<file path="src/rtl/wb_timer_pkg.sv">
// Shared definitions for the Wishbone machine timer: register map,
// reset constants and the byte-lane merge helper.
package wb_timer_pkg;

  // Number of word-address bits decoded (adr[4:2]).
  localparam int unsigned ADDR_DEC_W = 3;

  typedef enum logic [ADDR_DEC_W-1:0] {
    REG_MTIME_LO    = 3'd0,
    REG_MTIME_HI    = 3'd1,
    REG_MTIMECMP_LO = 3'd2,
    REG_MTIMECMP_HI = 3'd3,
    REG_PRESCALE    = 3'd4
  } reg_off_e;

  // mtimecmp resets to all-ones so the interrupt stays quiet until programmed.
  localparam logic [63:0] MTIMECMP_RST = 64'hFFFF_FFFF_FFFF_FFFF;

  // Replace only the byte lanes enabled by sel.
  function automatic logic [31:0] byte_merge(input logic [31:0] old_val,
                                             input logic [31:0] new_val,
                                             input logic [3:0]  sel);
    logic [31:0] res;
    res = old_val;
    for (int i = 0; i < 4; i++) begin
      if (sel[i]) res[8*i +: 8] = new_val[8*i +: 8];
    end
    return res;
  endfunction

endpackage

</file>
<file path="src/rtl/wb_if.sv">
// Wishbone B4 pipelined bus bundle (32-bit data, byte selects).
interface wb_if;
  logic        cyc;
  logic        stb;
  logic        we;
  logic [3:0]  sel;
  logic [31:0] adr;
  logic [31:0] dat_m;
  logic [31:0] dat_s;
  logic        ack;
  logic        err;
  logic        stall;

  modport master (output cyc, stb, we, sel, adr, dat_m,
                  input  dat_s, ack, err, stall);
  modport slave  (input  cyc, stb, we, sel, adr, dat_m,
                  output dat_s, ack, err, stall);
endinterface

</file>
<file path="src/rtl/wb_timer_tick.sv">
// Prescaler: emits a one-cycle tick every prescale+1 cycles.
module wb_timer_tick #(
  parameter int unsigned PRESCALE_W = 16
) (
  input  logic                  clk,
  input  logic                  rst_n,
  input  logic [PRESCALE_W-1:0] prescale,
  input  logic                  restart,
  output logic                  tick
);

  logic [PRESCALE_W-1:0] cnt_q, cnt_d;

  // Count up to prescale, tick and wrap; a restart zeroes the count without
  // ticking. ">=" keeps the period bounded even if prescale shrinks mid-count.
  always_comb begin
    tick  = 1'b0;
    cnt_d = cnt_q;
    if (restart) begin
      cnt_d = '0;
    end else if (cnt_q >= prescale) begin
      tick  = 1'b1;
      cnt_d = '0;
    end else begin
      cnt_d = cnt_q + PRESCALE_W'(1);
    end
  end

  // Counter register.
  always_ff @(posedge clk or negedge rst_n) begin
    if (!rst_n) cnt_q <= '0;
    else        cnt_q <= cnt_d;
  end

endmodule

</file>
<file path="src/rtl/wb_timer.sv">
// RISC-V machine timer (mtime/mtimecmp) behind a Wishbone B4 pipelined slave.
//
// Handshake: the slave never stalls; a beat is accepted in every cycle where
// cyc & stb is high, and exactly one of ack/err follows in the next cycle
// (err for offsets 5-7). A response whose cycle has cyc low is suppressed,
// but the accepted write has already been applied. dat_s is non-zero only
// while ack is visible.
module wb_timer
  import wb_timer_pkg::*;
#(
  parameter int unsigned PRESCALE_W   = 16,
  parameter int unsigned PRESCALE_RST = 0
) (
  input  logic clk,
  input  logic rst_n,
  wb_if.slave  wb,
  output logic irq_timer
);

  logic [63:0]           mtime_q,    mtime_d;
  logic [63:0]           mtimecmp_q, mtimecmp_d;
  logic [PRESCALE_W-1:0] prescale_q, prescale_d;
  logic [31:0]           shadow_q,   shadow_d;
  logic [31:0]           dat_q,      dat_d;
  logic                  ack_q,      ack_d;
  logic                  err_q,      err_d;
  logic                  irq_q,      irq_d;

  logic                  beat;
  logic                  wr;
  logic                  rd;
  logic                  off_valid;
  logic [ADDR_DEC_W-1:0] off;
  logic                  restart;
  logic                  tick;
  logic                  unused_adr;

  assign beat      = wb.cyc & wb.stb;
  assign off       = wb.adr[4:2];
  assign off_valid = (off <= REG_PRESCALE);
  assign wr        = beat & wb.we;
  assign rd        = beat & ~wb.we;
  assign restart   = wr && (off == REG_PRESCALE);
  assign unused_adr = ^{wb.adr[31:5], wb.adr[1:0]};

  wb_timer_tick #(.PRESCALE_W(PRESCALE_W)) u_tick (
    .clk      (clk),
    .rst_n    (rst_n),
    .prescale (prescale_q),
    .restart  (restart),
    .tick     (tick)
  );

  // Register writes, mtime increment, read-data capture and compare.
  always_comb begin
    mtime_d    = mtime_q;
    mtimecmp_d = mtimecmp_q;
    prescale_d = prescale_q;
    shadow_d   = shadow_q;
    dat_d      = '0;
    ack_d      = beat & off_valid;
    err_d      = beat & ~off_valid;
    irq_d      = (mtime_q >= mtimecmp_q);

    // A bus write to either mtime half wins over a tick; the other half is
    // held as-is and no carry crosses that cycle. sel=0 writes touch nothing.
    if (wr && (off == REG_MTIME_LO) && (wb.sel != 4'b0000)) begin
      mtime_d = {mtime_q[63:32], byte_merge(mtime_q[31:0], wb.dat_m, wb.sel)};
    end else if (wr && (off == REG_MTIME_HI) && (wb.sel != 4'b0000)) begin
      mtime_d = {byte_merge(mtime_q[63:32], wb.dat_m, wb.sel), mtime_q[31:0]};
    end else if (tick) begin
      mtime_d = mtime_q + 64'd1;
    end

    if (wr) begin
      case (off)
        REG_MTIMECMP_LO: mtimecmp_d[31:0]  = byte_merge(mtimecmp_q[31:0], wb.dat_m, wb.sel);
        REG_MTIMECMP_HI: mtimecmp_d[63:32] = byte_merge(mtimecmp_q[63:32], wb.dat_m, wb.sel);
        REG_PRESCALE:    prescale_d = PRESCALE_W'(byte_merge(32'(prescale_q), wb.dat_m, wb.sel));
        default: ;
      endcase
    end

    // Reading the low word snapshots the high word so lo-then-hi is coherent.
    if (rd) begin
      case (off)
        REG_MTIME_LO: begin
          dat_d    = mtime_q[31:0];
          shadow_d = mtime_q[63:32];
        end
        REG_MTIME_HI:    dat_d = shadow_q;
        REG_MTIMECMP_LO: dat_d = mtimecmp_q[31:0];
        REG_MTIMECMP_HI: dat_d = mtimecmp_q[63:32];
        REG_PRESCALE:    dat_d = 32'(prescale_q);
        default:         dat_d = '0;
      endcase
    end
  end

  // State registers; reset also drops any in-flight response.
  always_ff @(posedge clk or negedge rst_n) begin
    if (!rst_n) begin
      mtime_q    <= '0;
      mtimecmp_q <= MTIMECMP_RST;
      prescale_q <= PRESCALE_W'(PRESCALE_RST);
      shadow_q   <= '0;
      dat_q      <= '0;
      ack_q      <= 1'b0;
      err_q      <= 1'b0;
      irq_q      <= 1'b0;
    end else begin
      mtime_q    <= mtime_d;
      mtimecmp_q <= mtimecmp_d;
      prescale_q <= prescale_d;
      shadow_q   <= shadow_d;
      dat_q      <= dat_d;
      ack_q      <= ack_d;
      err_q      <= err_d;
      irq_q      <= irq_d;
    end
  end

  assign wb.stall  = 1'b0;
  assign wb.ack    = ack_q & wb.cyc;
  assign wb.err    = err_q & wb.cyc;
  assign wb.dat_s  = wb.ack ? dat_q : 32'd0;
  assign irq_timer = irq_q;

endmodule

</file>
<file path="src/flat_wrapper.sv">
// flat-port wrapper written by rule: the top's interface ports become plain ports
module wb_timer_flat import wb_timer_pkg::*;
#(
  parameter int unsigned PRESCALE_W   = 16,
  parameter int unsigned PRESCALE_RST = 0
)
  (clk, rst_n, irq_timer, wb_cyc, wb_stb, wb_we, wb_sel, wb_adr, wb_dat_m, wb_dat_s, wb_ack, wb_err, wb_stall);
  wb_if wb_i ();
  input  logic clk;
  input  logic rst_n;
  output logic irq_timer;
  input wire logic [$bits(wb_i.cyc)-1:0] wb_cyc;
  input wire logic [$bits(wb_i.stb)-1:0] wb_stb;
  input wire logic [$bits(wb_i.we)-1:0] wb_we;
  input wire logic [$bits(wb_i.sel)-1:0] wb_sel;
  input wire logic [$bits(wb_i.adr)-1:0] wb_adr;
  input wire logic [$bits(wb_i.dat_m)-1:0] wb_dat_m;
  output wire logic [$bits(wb_i.dat_s)-1:0] wb_dat_s;
  output wire logic [$bits(wb_i.ack)-1:0] wb_ack;
  output wire logic [$bits(wb_i.err)-1:0] wb_err;
  output wire logic [$bits(wb_i.stall)-1:0] wb_stall;
  assign wb_i.cyc = wb_cyc;
  assign wb_i.stb = wb_stb;
  assign wb_i.we = wb_we;
  assign wb_i.sel = wb_sel;
  assign wb_i.adr = wb_adr;
  assign wb_i.dat_m = wb_dat_m;
  assign wb_dat_s = wb_i.dat_s;
  assign wb_ack = wb_i.ack;
  assign wb_err = wb_i.err;
  assign wb_stall = wb_i.stall;
  wb_timer #(.PRESCALE_W(PRESCALE_W), .PRESCALE_RST(PRESCALE_RST)) u_core (.clk(clk), .rst_n(rst_n), .wb(wb_i), .irq_timer(irq_timer));
endmodule
</file>
<file path="config.mk">
export PLATFORM = sky130hd
export DESIGN_NAME = wb_timer_flat
export DESIGN_NICKNAME = d
export VERILOG_FILES = /design/src/rtl/wb_timer_pkg.sv /design/src/rtl/wb_if.sv /design/src/rtl/wb_timer_tick.sv /design/src/rtl/wb_timer.sv /design/src/flat_wrapper.sv
export SDC_FILE = /design/constraint.sdc
export NUM_CORES = 1
export LEC_CHECK = 0
export ABC_CLOCK_PERIOD_IN_PS = 2900
export BUFFER_PORTS_ARGS = -buffer_cell sky130_fd_sc_hd__buf_2
export CORE_MARGIN = 4
export CORE_UTILIZATION = 45
export DETAILED_ROUTE_END_ITERATION = 16
export PLACE_DENSITY = 0.65
export SYNTH_ARGS = -nofsm -noshare
export SYNTH_HDL_FRONTEND = slang
export SYNTH_HIERARCHICAL = 1
export SYNTH_SLANG_ARGS = --single-unit
</file>
<file path="constraint.sdc">
create_clock -name clk -period 2.9 [get_ports clk]
set_input_delay 0.435 -clock clk [delete_from_list [all_inputs] [get_ports clk]]
set_output_delay 0.435 -clock clk [all_outputs]
set_load 0.02 [all_outputs]
</file>
* Word-level counts from Yosys, hierarchy flattened
Cells that the tools add are included.
** Word-level totals
- Bits in registers :: 227
- Bits in latches :: 0
- Memory bits (writable) :: 0
- Memory bits (read-only) :: 0
- Output and inout bits :: 36
- Memories kept :: 0
** Operators by class
- $add $sub $neg :: 2
- $mul :: 0
- Div/mod/pow operators :: 0
- Order comparisons :: 3
- Equal/unequal tests :: 13
- Shift-type cells :: 0
- Multiplexer cells :: 14
- Bitwise gates (word level) :: 10
- Reductions and logical operators :: 28
** Operator list (count)
- one-hot mux 32 bit (5 select lines) :: 1
- two-way mux 64 bit :: 2
- two-way mux 32 bit :: 3
- adder 64 x 1 -> 64 bit, second input constant :: 1
- greater-or-equal comparator 64 bit :: 1
- AND reduction 3 bit :: 18
- two-way mux 16 bit :: 2
- two-way mux 8 bit :: 4
- adder 16 x 1 -> 16 bit, second input constant :: 1
- greater-or-equal comparator 16 bit :: 1
- inequality test 2 bit, second input constant :: 8
- bitwise AND 1 bit :: 7
- == test 3 x 2 -> 1 bit, second input constant :: 2
- logical AND 1 bit :: 5
- nonzero test 2 bit :: 2
- nonzero test 4 bit :: 1
- == test 3 x 1 -> 1 bit, second input constant :: 1
- == test 3 bit, second input constant :: 1
- <= comparator 3 bit, second input constant :: 1
- zero test 3 bit :: 1
- inverter 1 bit :: 3
- two-way mux 1 bit :: 2
- inequality test 2 x 1 -> 1 bit, second input constant :: 1
- AND reduction 2 bit :: 1

* Logic depth before layout (Yosys ltp)
- Depth after elaboration :: 7
- Depth in mapped cells :: 12

* By module
Netlist, hierarchy kept.
** Modules (own cells, without submodules)
- wb_timer :: times used 1, cells an instance 1279, area an instance 12643.4 µm², sequential area each 5360.1 µm²
- wb_timer_tick :: times used 1, cells an instance 128, area an instance 1154.9 µm², sequential area each 400.4 µm²

* Least setup slack after synthesis
OpenSTA, ideal clock, no wires.
- Path type :: reg-to-reg
- From :: register u_core.u_tick.cnt_q[7]
- To :: register u_core.mtime_q[37]
- Library setup time :: 0.076 ns
- Arrival :: 2.655 ns
- Data required time :: 2.824 ns
- Setup slack :: 0.169 ns
- Stages on the path, launching flop included :: 11
- Path buffers :: 1
- Period minus slack after synthesis :: 2.731 ns
- Path through :: dfrtp_1 -> ha_1 -> and3_1 -> nand4_1 -> or4_4 -> a41oi_1 -> o31a_1 -> buf_2 -> a21oi_1 -> o41a_1 -> o21ai_1
** On the way
- Longest elaborated chain between the ends :: 5
** RTL lines
- start, declared :: line wb_timer_tick.sv:12 : logic [PRESCALE_W-1:0] cnt_q, cnt_d;
- start signal, assigned :: line wb_timer_tick.sv:32 : else cnt_q <= cnt_d;
- greater-or-equal comparator 16 bit :: line wb_timer_tick.sv:21 : end else if (cnt_q >= prescale) begin
- two-way mux 1 bit :: line wb_timer_tick.sv:21
- two-way mux 1 bit :: line wb_timer_tick.sv:19 : if (restart) begin
- net u_core.tick :: line wb_timer.sv:35 : logic tick;
- nonzero test 2 bit (no line)
- AND reduction 3 bit (no line)
- end signal, assigned :: line wb_timer.sv:112 : mtime_q <= mtime_d;
- end, declared :: line wb_timer.sv:20 : logic [63:0] mtime_q, mtime_d;
The timed path passes the listed nets, and every way through them passes these cells.
A chain may end at the register's enable or synchronous reset.

* Final worst setup path
- From :: register u_core.u_tick.cnt_q[14]
- To :: register u_core.mtime_q[29]
Same word-level chain as after synthesis.

==> flow_metrics.env <==
export IMPL_status="complete, but fails checks"
export IMPL_violations="negative setup slack"
export IMPL_finalPower_w=0.0116
export IMPL_dp_final_hpwl_um=30400
export IMPL_r2r_slack_ns=-0.11
export IMPL_dp_slack_ns=-0.175
export IMPL_hold_path_cell_count=2
export IMPL_synthFlopType="dfrtp_1"
export IMPL_grt_max_degree=80
export IMPL_syn_avg_cell_area_um2=9.81
export IMPL_rows=63
export IMPL_p_leak_nw=7.23
export IMPL_rsz0062_at_grt="true"
export IMPL_critical_path_class="flip-flop to flip-flop"
export IMPL_ys_ff_latch=227
export IMPL_required_ns=3.31
export IMPL_worstPathArrival_ns=3.43
export IMPL_clock_sinks=227
export IMPL_drive_gt1_frac=0.289
export IMPL_htree_levels=1
export IMPL_io_pins=109
export IMPL_slowest_delay_ns=0.56
export IMPL_ys_types=70
export IMPL_seqPwrFrac=0.394
export IMPL_async_flop_share=1.00
export IMPL_cts_tree="yes"
export IMPL_r2r_cells=11
export IMPL_cp_max_fo=7
export IMPL_synthTopCellsByCount="dfrtp_1 (163), a21oi_1 (107), nor2_1 (101)"
export IMPL_power_internal_w=0.00746
export IMPL_timing_worst_slew_pin_value_ns=0.925
export IMPL_grt_pass1_wl_um=66100
export IMPL_worstSkewPairLatency_ns=0.54
export IMPL_first_pass_iters=6
export IMPL_cts_buffer_depth=3
export IMPL_synth_yosys_seq_area_share=0.417
export IMPL_synth_area_leaders="dfrtp_1 (30%), dfstp_2 (12%), ha_1 (7.4%)"
export IMPL_cts_root_buf="clkbuf_16"
export IMPL_die_h_um=183
export IMPL_place_congestion=0.968
export IMPL_cts_buffers=26
export IMPL_clock_fmax_mhz=332
export IMPL_maxCapViolCount=0
export IMPL_portBuffers=78
export IMPL_yosysTopAreaCell="dfrtp_1"
export IMPL_postSynthCellCount=1407
export IMPL_grt_pass1_vias=11700
export IMPL_synthMostInstantiatedCell="dfrtp_1"
export IMPL_core_um2=30000
export IMPL_design_area_um2=16400
export IMPL_ys_warn_count=6
export IMPL_fin_skew_ns=0.0154
export IMPL_fillers=2674
export IMPL_period_share=1.04
export IMPL_slew_headroom=0.378
export IMPL_combPwrFrac=0.323
export IMPL_path_clk_slew_ns=0.06
export IMPL_die_width_um=183
export IMPL_power_density_nw_per_um2=703
export IMPL_end_kind="flip-flop"
export IMPL_synth_nets=1562
export IMPL_initial_core_util=0.461
export IMPL_synth_edf_count=0
export IMPL_final_hold_viol_count=0
export IMPL_routedWlPerCell_um=21.7
export IMPL_min_period_ns=3.01
export IMPL_n_antenna_cell=0
export IMPL_drv_slew=0
export IMPL_fin_cells=1974
export IMPL_crit_chain="ha_4, nand4_1, or2_1, or4_4, a41oi_4, o31a_1, buf_6, a21oi_2, clkdlybuf4s15_2, o21ai_1, o21ai_1"
export IMPL_route_antenna_remaining_nets=0
export IMPL_drc=0
export IMPL_wirelength_um=42800
export IMPL_fp_dieArea_um2=33500
export IMPL_yosys_area_top_type_share=0.296
export IMPL_synthesis_area_um2=13800
export IMPL_drt_iter0_drc=1230
export IMPL_nets=1719
export IMPL_area_growth_pct=19.1
export IMPL_crit_slowest_cell="or4_4"
export IMPL_grt_use_total=0.246
export IMPL_vias_per_cell=6.12
export IMPL_place_area_um2=15200
export IMPL_antenna_found_initial=0
export IMPL_setup_violations=19
export IMPL_p_sw_frac=0.354
export IMPL_setup_ws_ns=-0.115
export IMPL_placed_cells=1916
export IMPL_switchingPower_w=0.00409
export IMPL_grt_remaining_overflow=0
export IMPL_hold_class="input pin to flip-flop"
export IMPL_crit_path_start_kind="flip-flop"
export IMPL_clock_power_share=0.283
export IMPL_vias=12100
export IMPL_cp_common_cell="o21ai_1"
export IMPL_peakVddDrop_mv=0.453
[timing repair]
| action | CTS | global route |
|---|---|---|
| endpoints found under the setup margin | 50 | 52 |
| endpoints found under the hold margin | 47 | 0 |
| setup buffers | 0 | 7 |
| resized for setup | 3 | 75 |
| hold buffers | 1 | 0 |
| cloned | 0 | 5 |
| pin swaps | 1 | 24 |
[per-stage QoR]
step / hold WS, ns / TNS [ns] / util
floorplan: 0.139 / 0 / -
global placement: 0.463 / -1.36 / 0.509
detailed placement: 0.462 / -3.04 / 0.509
CTS: 0.179 / 0 / 0.538
global route: 0.195 / -2.45 / 0.549
finish: 0.206 / -0.638 / 0.549
[flip-flops by register name (all words and copies together) (netlist names)]
register and count:
u_core/ack_q 1, u_core/irq_timer 1, u_core/shadow_q 32, u_core/mtime_q 64, u_core/prescale_q 16, u_core/mtimecmp_q 64, u_core/u_tick/cnt_q 16, u_core/err_q 1
u_core/dat_q 32
[layout by cell type (no fill, tap or decap), types with 36 or more instances in the layout]
master,count
ha_1,80
inv_1,95
dfstp_2,64
nor2_1,101
buf_4,105
nand2_1,77
nand3_1,36
a21oi_1,99
and3_1,50
dfrtp_1,163
mux2_2,79
buf_2,78
o21ai_1,43
nand4_1,37
[per-layer routing]
layer	GRT usage	part of all wire
met4	0.0846	0.035
met1	0.354	0.43
met3	0.0379	0.081
met5	0	0
met2	0.382	0.45
[layout make-up]
cell class,count,area (um2),area share
Clock buffer,38,767,0.0467
Clock inverter,10,80.1,0.00487
Inverter,97,364,0.0222
Multi-Input combinational cell,1016,7620,0.464
Sequential cell,227,5760,0.351
Tap cell,390,488,0.0297
Timing Repair Buffer,196,1350,0.0821
[logic make-up after synthesis]
kind of cell | count (synthesis) | share of synthesized area
flip-flops | 227 | 0.417
multiplexers | 140 | 0.126
adder cells (fa/ha/maj) | 82 | 0.0744
AO/OA/AOI/OAI | 341 | 0.152
buffers and inverters | 166 | 0.0498
AND/OR/NAND/NOR | 436 | 0.171
XOR/XNOR | 14 | 0.00889
other | 1 | 0.000272
[critical path, delay by kind of cell (launching register included)]
| kind | cells | cell delay [ns] |
|---|---|---|
| compound gates | 5 | 0.76 |
| fa+ha+maj | 1 | 0.28 |
| buf+inv | 2 | 0.48 |
| flops | 1 | 0.41 |
| simple gates | 3 | 0.97 |
[worst paths after layout]
| path | from | end |
|---|---|---|
| min in group asynchronous | rst_n | u_core/shadow_q[28]$_DFFE_PN0P_ |
| min | wb_dat_m[31] | u_core/mtimecmp_q[31]$_DFFE_PN1P_ |
| min reg2reg | u_core/shadow_q[13]$_DFFE_PN0P_ | u_core/shadow_q[13]$_DFFE_PN0P_ |
| max in group asynchronous | rst_n | u_core/mtimecmp_q[7]$_DFFE_PN1P_ |
| max | u_core/u_tick/cnt_q[14]$_DFF_PN0_ | u_core/mtime_q[29]$_DFFE_PN0P_ |
| max reg2reg | u_core/u_tick/cnt_q[14]$_DFF_PN0_ | u_core/mtime_q[29]$_DFFE_PN0P_ |
[power by group through the flow]
stage,sequential [W],clock [W],combinational [W]
2_1_floorplan,0.00439,0,0.00213
3_3_place_gp,0.00454,0,0.00331
3_5_place_dp,0.00457,0,0.00343
4_1_cts,0.00452,0.00334,0.00346
5_1_grt,0.00463,0.00347,0.00411
6_report,0.00455,0.00327,0.00373
Note: power is estimated with default switching activity, not from simulation.
